==> config.mk <==
export PLATFORM = sky130hd
export DESIGN_NAME = npc_trap_unit
export DESIGN_NICKNAME = d
export VERILOG_FILES = /design/src/rtl/npc_pkg.sv /design/src/rtl/npc_target_calc.sv /design/src/rtl/npc_trap_unit.sv
export SDC_FILE = /design/constraint.sdc
export NUM_CORES = 1
export LEC_CHECK = 0
export CORE_AREA = 8 8 135 137
export CTS_BUF_LIST = sky130_fd_sc_hd__clkbuf_4 sky130_fd_sc_hd__clkbuf_8
export CTS_CLUSTER_DIAMETER = 120
export DETAILED_ROUTE_END_ITERATION = 8
export DIE_AREA = 0 0 143 145
export HOLD_SLACK_MARGIN = 0.1
export PLACE_DENSITY = 0.8
export SYNTH_ARGS = -nofsm -noshare
export SYNTH_HDL_FRONTEND = slang
export SYNTH_SLANG_ARGS = --single-unit
export TNS_END_PERCENT = 100
==> constraint.sdc <==
create_clock -name clk -period 5.1 [get_ports clk]
set_clock_uncertainty 0.15 [all_clocks]
set_input_delay 1.53 -clock clk [delete_from_list [all_inputs] [get_ports clk]]
set_output_delay 1.53 -clock clk [all_outputs]
set_load 0.02 [all_outputs]
==> src/rtl/npc_pkg.sv <==
// Shared next-PC encodings, trap cause codes and sequencer states; also imported by ctrl.
// Latency: n/a (declarations only).
// Backpressure: n/a.
package npc_pkg;

    // npc_op encodings driven by ctrl
    localparam logic [2:0] NPC_PLUS4  = 3'b000;
    localparam logic [2:0] NPC_BRANCH = 3'b001;
    localparam logic [2:0] NPC_JAL    = 3'b010;
    localparam logic [2:0] NPC_JALR   = 3'b100;
    localparam logic [2:0] NPC_MRET   = 3'b101;
    localparam logic [2:0] NPC_ECALL  = 3'b110;

    // mcause-style exception codes
    localparam logic [3:0] CAUSE_IMISALIGN = 4'd0;
    localparam logic [3:0] CAUSE_ECALL     = 4'd11;

    typedef enum logic [1:0] {
        BOOT = 2'd0,
        RUN  = 2'd1,
        TRAP = 2'd2
    } npc_state_e;

    // Ops whose target comes from program data and so can land misaligned
    function automatic logic is_xfer_op(input logic [2:0] op);
        return (op == NPC_BRANCH) || (op == NPC_JAL) || (op == NPC_JALR);
    endfunction

endpackage

==> src/rtl/npc_target_calc.sv <==
// Next-PC target selection with JALR bit-0 clear and misalignment / ECALL detection.
// Latency: purely combinational, zero cycles.
// Backpressure: none; results are consumed only when the parent retires.
module npc_target_calc
    import npc_pkg::*;
#(
    parameter int              XLEN     = 32,
    parameter logic [XLEN-1:0] TRAP_VEC = XLEN'(32'h0000_0100),
    parameter int              IALIGN   = 4
) (
    input  logic [XLEN-1:0] pc,
    input  logic [2:0]      npc_op,
    input  logic [XLEN-1:0] imm,
    input  logic [XLEN-1:0] alu,
    input  logic [XLEN-1:0] epc,
    output logic [XLEN-1:0] target,
    output logic            misalign,
    output logic            ecall
);

    localparam int ALIGN_BITS = $clog2(IALIGN);

    logic [XLEN-1:0] tgt;

    // Select the raw target; unknown encodings behave like sequential flow
    always_comb begin
        tgt = pc + XLEN'(4);
        case (npc_op)
            NPC_BRANCH,
            NPC_JAL:   tgt = pc + imm;
            NPC_JALR:  tgt = alu & ~XLEN'(1);
            NPC_MRET:  tgt = epc;
            NPC_ECALL: tgt = TRAP_VEC;
            default:   tgt = pc + XLEN'(4);
        endcase
    end

    // Flag conditions that divert the retire into a trap; the alignment check sees the bit-0-cleared JALR target
    always_comb begin
        target   = tgt;
        ecall    = (npc_op == NPC_ECALL);
        misalign = is_xfer_op(npc_op) && (tgt[ALIGN_BITS-1:0] != '0);
    end

endmodule

==> src/rtl/npc_trap_unit.sv <==
// Architectural PC register, next-PC selection and trap entry/return sequencing.
// Latency: pc updates on the retiring edge; trap pulse is visible the cycle after.
// Backpressure: retire low stalls every register; BOOT and TRAP cycles ignore retire.
module npc_trap_unit
    import npc_pkg::*;
#(
    parameter int              XLEN      = 32,
    parameter logic [XLEN-1:0] RESET_VEC = XLEN'(32'h0000_0000),
    parameter logic [XLEN-1:0] TRAP_VEC  = XLEN'(32'h0000_0100),
    parameter int              IALIGN    = 4
) (
    input  logic            clk,
    input  logic            rst,
    input  logic            retire_i,
    input  logic [2:0]      npc_op_i,
    input  logic [XLEN-1:0] imm_i,
    input  logic [XLEN-1:0] alu_i,
    output logic [XLEN-1:0] pc_o,
    output logic [XLEN-1:0] npc_o,
    output logic            fetch_valid_o,
    output logic            trap_o,
    output logic [3:0]      cause_o,
    output logic [XLEN-1:0] epc_o,
    output logic [XLEN-1:0] tval_o
);

    npc_state_e      state, state_nxt;
    logic [XLEN-1:0] target;
    logic            misalign;
    logic            ecall;
    logic            take_trap;
    logic            advance;

    npc_target_calc #(
        .XLEN     (XLEN),
        .TRAP_VEC (TRAP_VEC),
        .IALIGN   (IALIGN)
    ) u_target_calc (
        .pc       (pc_o),
        .npc_op   (npc_op_i),
        .imm      (imm_i),
        .alu      (alu_i),
        .epc      (epc_o),
        .target   (target),
        .misalign (misalign),
        .ecall    (ecall)
    );

    assign take_trap = misalign | ecall;
    assign advance   = (state == RUN) && retire_i;
    assign npc_o     = take_trap ? TRAP_VEC : target;

    // State register; reset forces BOOT and drops any trap in flight
    always_ff @(posedge clk) begin
        if (rst) state <= BOOT;
        else     state <= state_nxt;
    end

    // Next state: BOOT and TRAP last exactly one cycle, RUN leaves only on a retiring trap
    always_comb begin
        state_nxt = state;
        case (state)
            BOOT:    state_nxt = RUN;
            RUN:     if (advance && take_trap) state_nxt = TRAP;
            TRAP:    state_nxt = RUN;
            default: state_nxt = BOOT;
        endcase
    end

    // State-decoded outputs: fetch only in RUN, trap pulse during the TRAP cycle
    always_comb begin
        fetch_valid_o = (state == RUN);
        trap_o        = (state == TRAP);
    end

    // PC and trap CSRs; MRET only moves the PC, epc/cause stay for a later re-entry
    always_ff @(posedge clk) begin
        if (rst) begin
            pc_o    <= RESET_VEC;
            epc_o   <= '0;
            cause_o <= CAUSE_IMISALIGN;
            tval_o  <= '0;
        end else if (advance) begin
            if (take_trap) begin
                pc_o    <= TRAP_VEC;
                epc_o   <= pc_o;
                cause_o <= ecall ? CAUSE_ECALL : CAUSE_IMISALIGN;
                tval_o  <= ecall ? '0 : target;
            end else begin
                pc_o <= target;
            end
        end
    end

endmodule

# After elaboration in Yosys (flattened, before gate mapping)
# Cells that the tools add are included.
[op_classes]
add_sub_neg = 2
n_eq_ne = 8
mux = 6
bitwise_logic = 1
reduce_logical = 10
[ops]
columns = ["operator", "n"]
rows = [
  ["$pmux 32 s4", 1],
  ["$mux 32", 2],
  ["$add 32x3->32 const B", 1],
  ["$add 32x32->32", 1],
  ["$eq 3x3->1 const B", 3],
  ["$mux 4", 1],
  ["$pmux 2 s2", 1],
  ["$reduce_or 2->1", 2],
  ["$eq 3x1->1 const B", 1],
  ["$eq 3x2->1 const B", 1],
  ["$logic_and 1x1->1", 3],
  ["$eq 2x1->1 const B", 1],
  ["$eq 2x2->1 const B", 1],
  ["$logic_not 2->1", 1],
  ["$logic_or 1x1->1", 2],
  ["$mux 2", 1],
  ["$ne 2x1->1 const B", 1],
  ["$reduce_and 2->1", 1],
  ["$reduce_bool 2->1", 1],
  ["$or 1x1->1", 1],
]
[totals]
ff_bits = 102
output_inout_bits = 134
elab_cells = 32

# Longest topological paths before layout
[logic_depth]
ltp_word = 9
mapped_depth = 12

# Hierarchy
# A second synthesis with hierarchy kept.
[unflattened]
hier_cells = 1038
hier_area_um2 = 7693.6
[modules_own_cells]
columns = ["module", "n_inst", "cells_per_inst", "area_each_um2"]
rows = [
  ["npc_trap_unit", 1, 492, 4175.3],
  ["npc_target_calc", 1, 546, 3518.4],
]

# Worst setup path after synthesis
# Ideal clock, no wire load.
[synth_path]
kind = "input-to-output"
startpoint = "input imm_i[0]"
endpoint = "output npc_o[6]"
arrival_ns = 3.952
path_slack_ns = -0.532
path_stages = 9
path_buffers = 0
cell_sequence = "ha_1 inv_1 fa_1 nor2b_1 o31a_1 nor2b_1 xnor2_1 a21oi_1 a2111oi_0"
[synth_between]
elab_chain_cells = 6
[synth_rtl]
columns = ["element", "line", "rtl"]
rows = [
  ["start: declaration", "npc_trap_unit.sv:16", "input logic [XLEN-1:0] imm_i,"],
  ["$add 32x32->32 (*)", "npc_target_calc.sv:30", "NPC_JAL: tgt = pc + imm;"],
  ["$pmux 32 s4 (*)", "npc_target_calc.sv:28", "case (npc_op)"],
  ["$reduce_bool 2->1", "npc_target_calc.sv:42", "misalign = is_xfer_op(npc_op) && (tgt[ALIGN_BITS-1:0] != '0);"],
  ["$logic_and 1x1->1", "npc_target_calc.sv:42", ""],
  ["$or 1x1->1", "npc_trap_unit.sv:49", "assign take_trap = misalign | ecall;"],
  ["$mux 32 (*)", "npc_trap_unit.sv:51", "assign npc_o = take_trap ? TRAP_VEC : target;"],
  ["end: declaration", "npc_trap_unit.sv:19", "output logic [XLEN-1:0] npc_o,"],
]
# Mark *: on every way between the ends. The rest lies on a longest branch, timed or not.

# Worst setup path after layout
[layout_path]
startpoint = "input imm_i[0]"
endpoint = "output npc_o[30]"
# The elaborated chain is that of the path after synthesis.

==> qor.csv <==
stage;metric;value;unit
run_status;status;finished, violations left;
run_status;failing checks;negative setup slack;
power;LEAKAGE;5.18;nW
worst_setup_path;crit end category;output pin;
floorplanning;chip height;145;um
synthesis;sequential share of the synthesized area;27.8;%
finish;Util after Layout;79.5;%
placed_design;hpwl dp;26100;um
placed_design;pre-CTS setup slack;-1.45;ns
clock_tree;clock sinks;99;
floorplanning;row count;47;
route;DR pass1 iterations;5;
route;DRC violations left;0;
sta;Final setup viols;32;
clock_tree;Reg clk slew, reported paths;0.10;ns
route;post-route ant nets;0;
synthesis;most frequent cell after synthesis;nand2_1;
synthesis;Yosys reg bits;99;
worst_setup_path;CP required;3.42;ns
clock_tree;clock tree buffer depth;2;
worst_setup_path;Startpoint Class;input pin;
synthesis;Synth Cell Area;7120;um^2
sta;final setup margin;-0.441;ns
synthesis;synth warn;0;
placed_design;global placement routability congestion;1.01;
route;Vias;10200;
route;DRT iter0 DRCs;1485;
floorplanning;core footprint;16200;um^2
synthesis;EDFF count, synth;0;
floorplanning;# IOs;204;
route;final WL;38700;um
floorplanning;die area;20700;um^2
finish;Layout Nets;1518;
route;Avg Vias per Cell;6.22;
sta;max_slew headroom;54.7;%
sta;Final Hold Fails;0;
min_path;WHS Path Cells;2;
global_route;global-route wire length before repair;57100;um
global_route;initial antenna violation count;1;
synthesis;list of most frequent post-synthesis cells;nand2_1, a21oi_1, dfxtp_1;
clock_tree;H-tree Lvls;3;
sta;Final period util;109;%
global_route;largest net degree at the start of global routing;42;
power;final total power;2.58;mW
finish;layout cell share with drive strength beyond 1;37.0;%
clock_tree;CTS Hold Bufs;0;
clock_tree;CTS Buf Count;9;
sta;slew at the pin with the worst max-slew slack;0.677;ns
synthesis;syn avg cell area;7.36;um^2
clock_tree;TritonCTS clock tree;yes;
placed_design;I/O Buffers;201;
sta;Final Critical Period;5.54;ns
worst_setup_path;cells on worst reg2reg path;14;
power;peak supply drop;144;uV
sta;Slew Viols, Final;0;
global_route;grt total ovfl;0;
min_path;Hold WC Path Type;flip-flop to flip-flop;
clock_tree;CTS root buf;clkbuf_8;
synthesis;area leader, netlist;dfxtp_1;
finish;area grow syn2layout;80.5;%
synthesis;Synthesized Nets;1071;
synthesis;post-synth cell types;73;
flow_run;max cap viols;0;
synthesis;share of Yosys cell area claimed by the top area cell type;27.8;%
clock_tree;Clk Latency, worst-skew pair;0.42;ns
synthesis;Most used DFF post-synth;dfxtp_1;
sta;final setup TNS;-9.03;ns
power;Power Density;201;nW/um^2
floorplanning;Starting Density;44.1;%
worst_setup_path;critical path type;input pin to output pin;
sta;Min Hold Slack;0.315;ns
synthesis;Cells after Synth;968;
finish;Ant. Diodes;0;
global_route;Total Routing Usage GR;35.3;%
floorplanning;DIE WIDTH;143;um
sta;RSZ-0062 raised after global routing;yes;
sta;fmax;180;MHz
route;drt wl/cell;23.6;um
global_route;vias in the first global route;10000;
worst_setup_path;CP Max Fanout;3;
worst_setup_path;CP arrival;3.86;ns
synthesis;largest cells by area after synthesis;dfxtp_1, nand2_1, a21oi_1;
synthesis;Async SR Flop Fraction;0;%
## registers in the layout (all words and copies together), names as in the netlist
name	cells
state	2
tval_o	32
cause_o	1
epc_o	32
pc_o	32
## cell families (layout without fill, tap and decap cells)
logic type,Yosys count,in the layout,synth area share [%]
other,1,1,0.0526
AND/OR/NAND/NOR,369,369,24.1
adder cells (fa/ha/maj),33,33,5.90
buffers and inverters,82,534,4.95
flip-flops,99,99,27.8
multiplexers,7,7,1.02
AO/OA/AOI/OAI,332,332,30.6
XOR/XNOR,45,45,5.53
## final timing paths
| check | from | slack [ns] | endpoint |
|---|---|---|---|
| max | imm_i[0] | -0.44 | npc_o[30] |
| min | tval_o[26]$_SDFFE_PP0P_ | 0.32 | tval_o[26]$_SDFFE_PP0P_ |
| max reg2reg | pc_o[1]$_SDFFE_PP0P_ | 1.54 | tval_o[1]$_SDFFE_PP0P_ |
| min reg2reg | tval_o[26]$_SDFFE_PP0P_ | 0.32 | tval_o[26]$_SDFFE_PP0P_ |
## layout by cell type, fill, tap and decap left out, types with 20 or more instances in the layout
master	count
dfxtp_1	99
ha_4	24
xor2_1	21
buf_4	269
nand3_1	21
nor2_1	56
clkdlybuf4s50_1	139
nand2_1	161
o21ai_0	47
buf_6	57
a21oi_2	20
a21oi_1	92
## layout make-up
type	instances	area, um^2
multi-input combinational	787	5850
timing repair buffer	499	4430
fill	983	3320
sequential	99	1980
tap	220	275
clock buffer	9	124
clock inverter	7	124
inverter	19	73.8
## metrics by stage
stage / instances / instance area [um^2]
3_5_place_dp: 1552 / 11200
6_report: 1640 / 12900
4_1_cts: 1622 / 12500
2_1_floorplan: 968 / 7380
3_3_place_gp: 1552 / 11200
5_1_grt: 1640 / 12900
## metal layers
| metal | vias up | part of all wire, % | GRT usage (%) |
|---|---|---|---|
| li1 | 4395 | - | - |
| met1 | 4769 | 37 | 41.6 |
| met2 | 807 | 45 | 56.7 |
| met3 | 230 | 12 | 9.81 |
| met4 | 2 | 6.2 | 19.2 |
| met5 | - | 0.021 | 0 |
## where the power goes
part	internal, mW	switching (mW)
sequential	0.795	0.0217
combinational	0.529	0.572
clock	0.330	0.334
total	1.65	0.928
## critical path: stages
cell,delay [ns]
buf_8,0.10
ha_4,0.15
inv_2,0.05
fa_2,0.20
nor2b_2,0.05
o31a_1,0.28
o21a_4,0.24
o31ai_4,0.28
buf_6,0.16
o21ai_4,0.06
xor2_2,0.18
a221oi_2,0.31
nor3_2,0.10
buf_4,0.17
## repair_timing
item | CTS | global route
resized for setup | 390 | 63
pin swaps | 97 | 57
setup buffers | 55 | 25
gates cloned | 1 | 0
setup endpoints to repair | 32 | 32
Note: power is estimated with default switching activity, not from simulation.
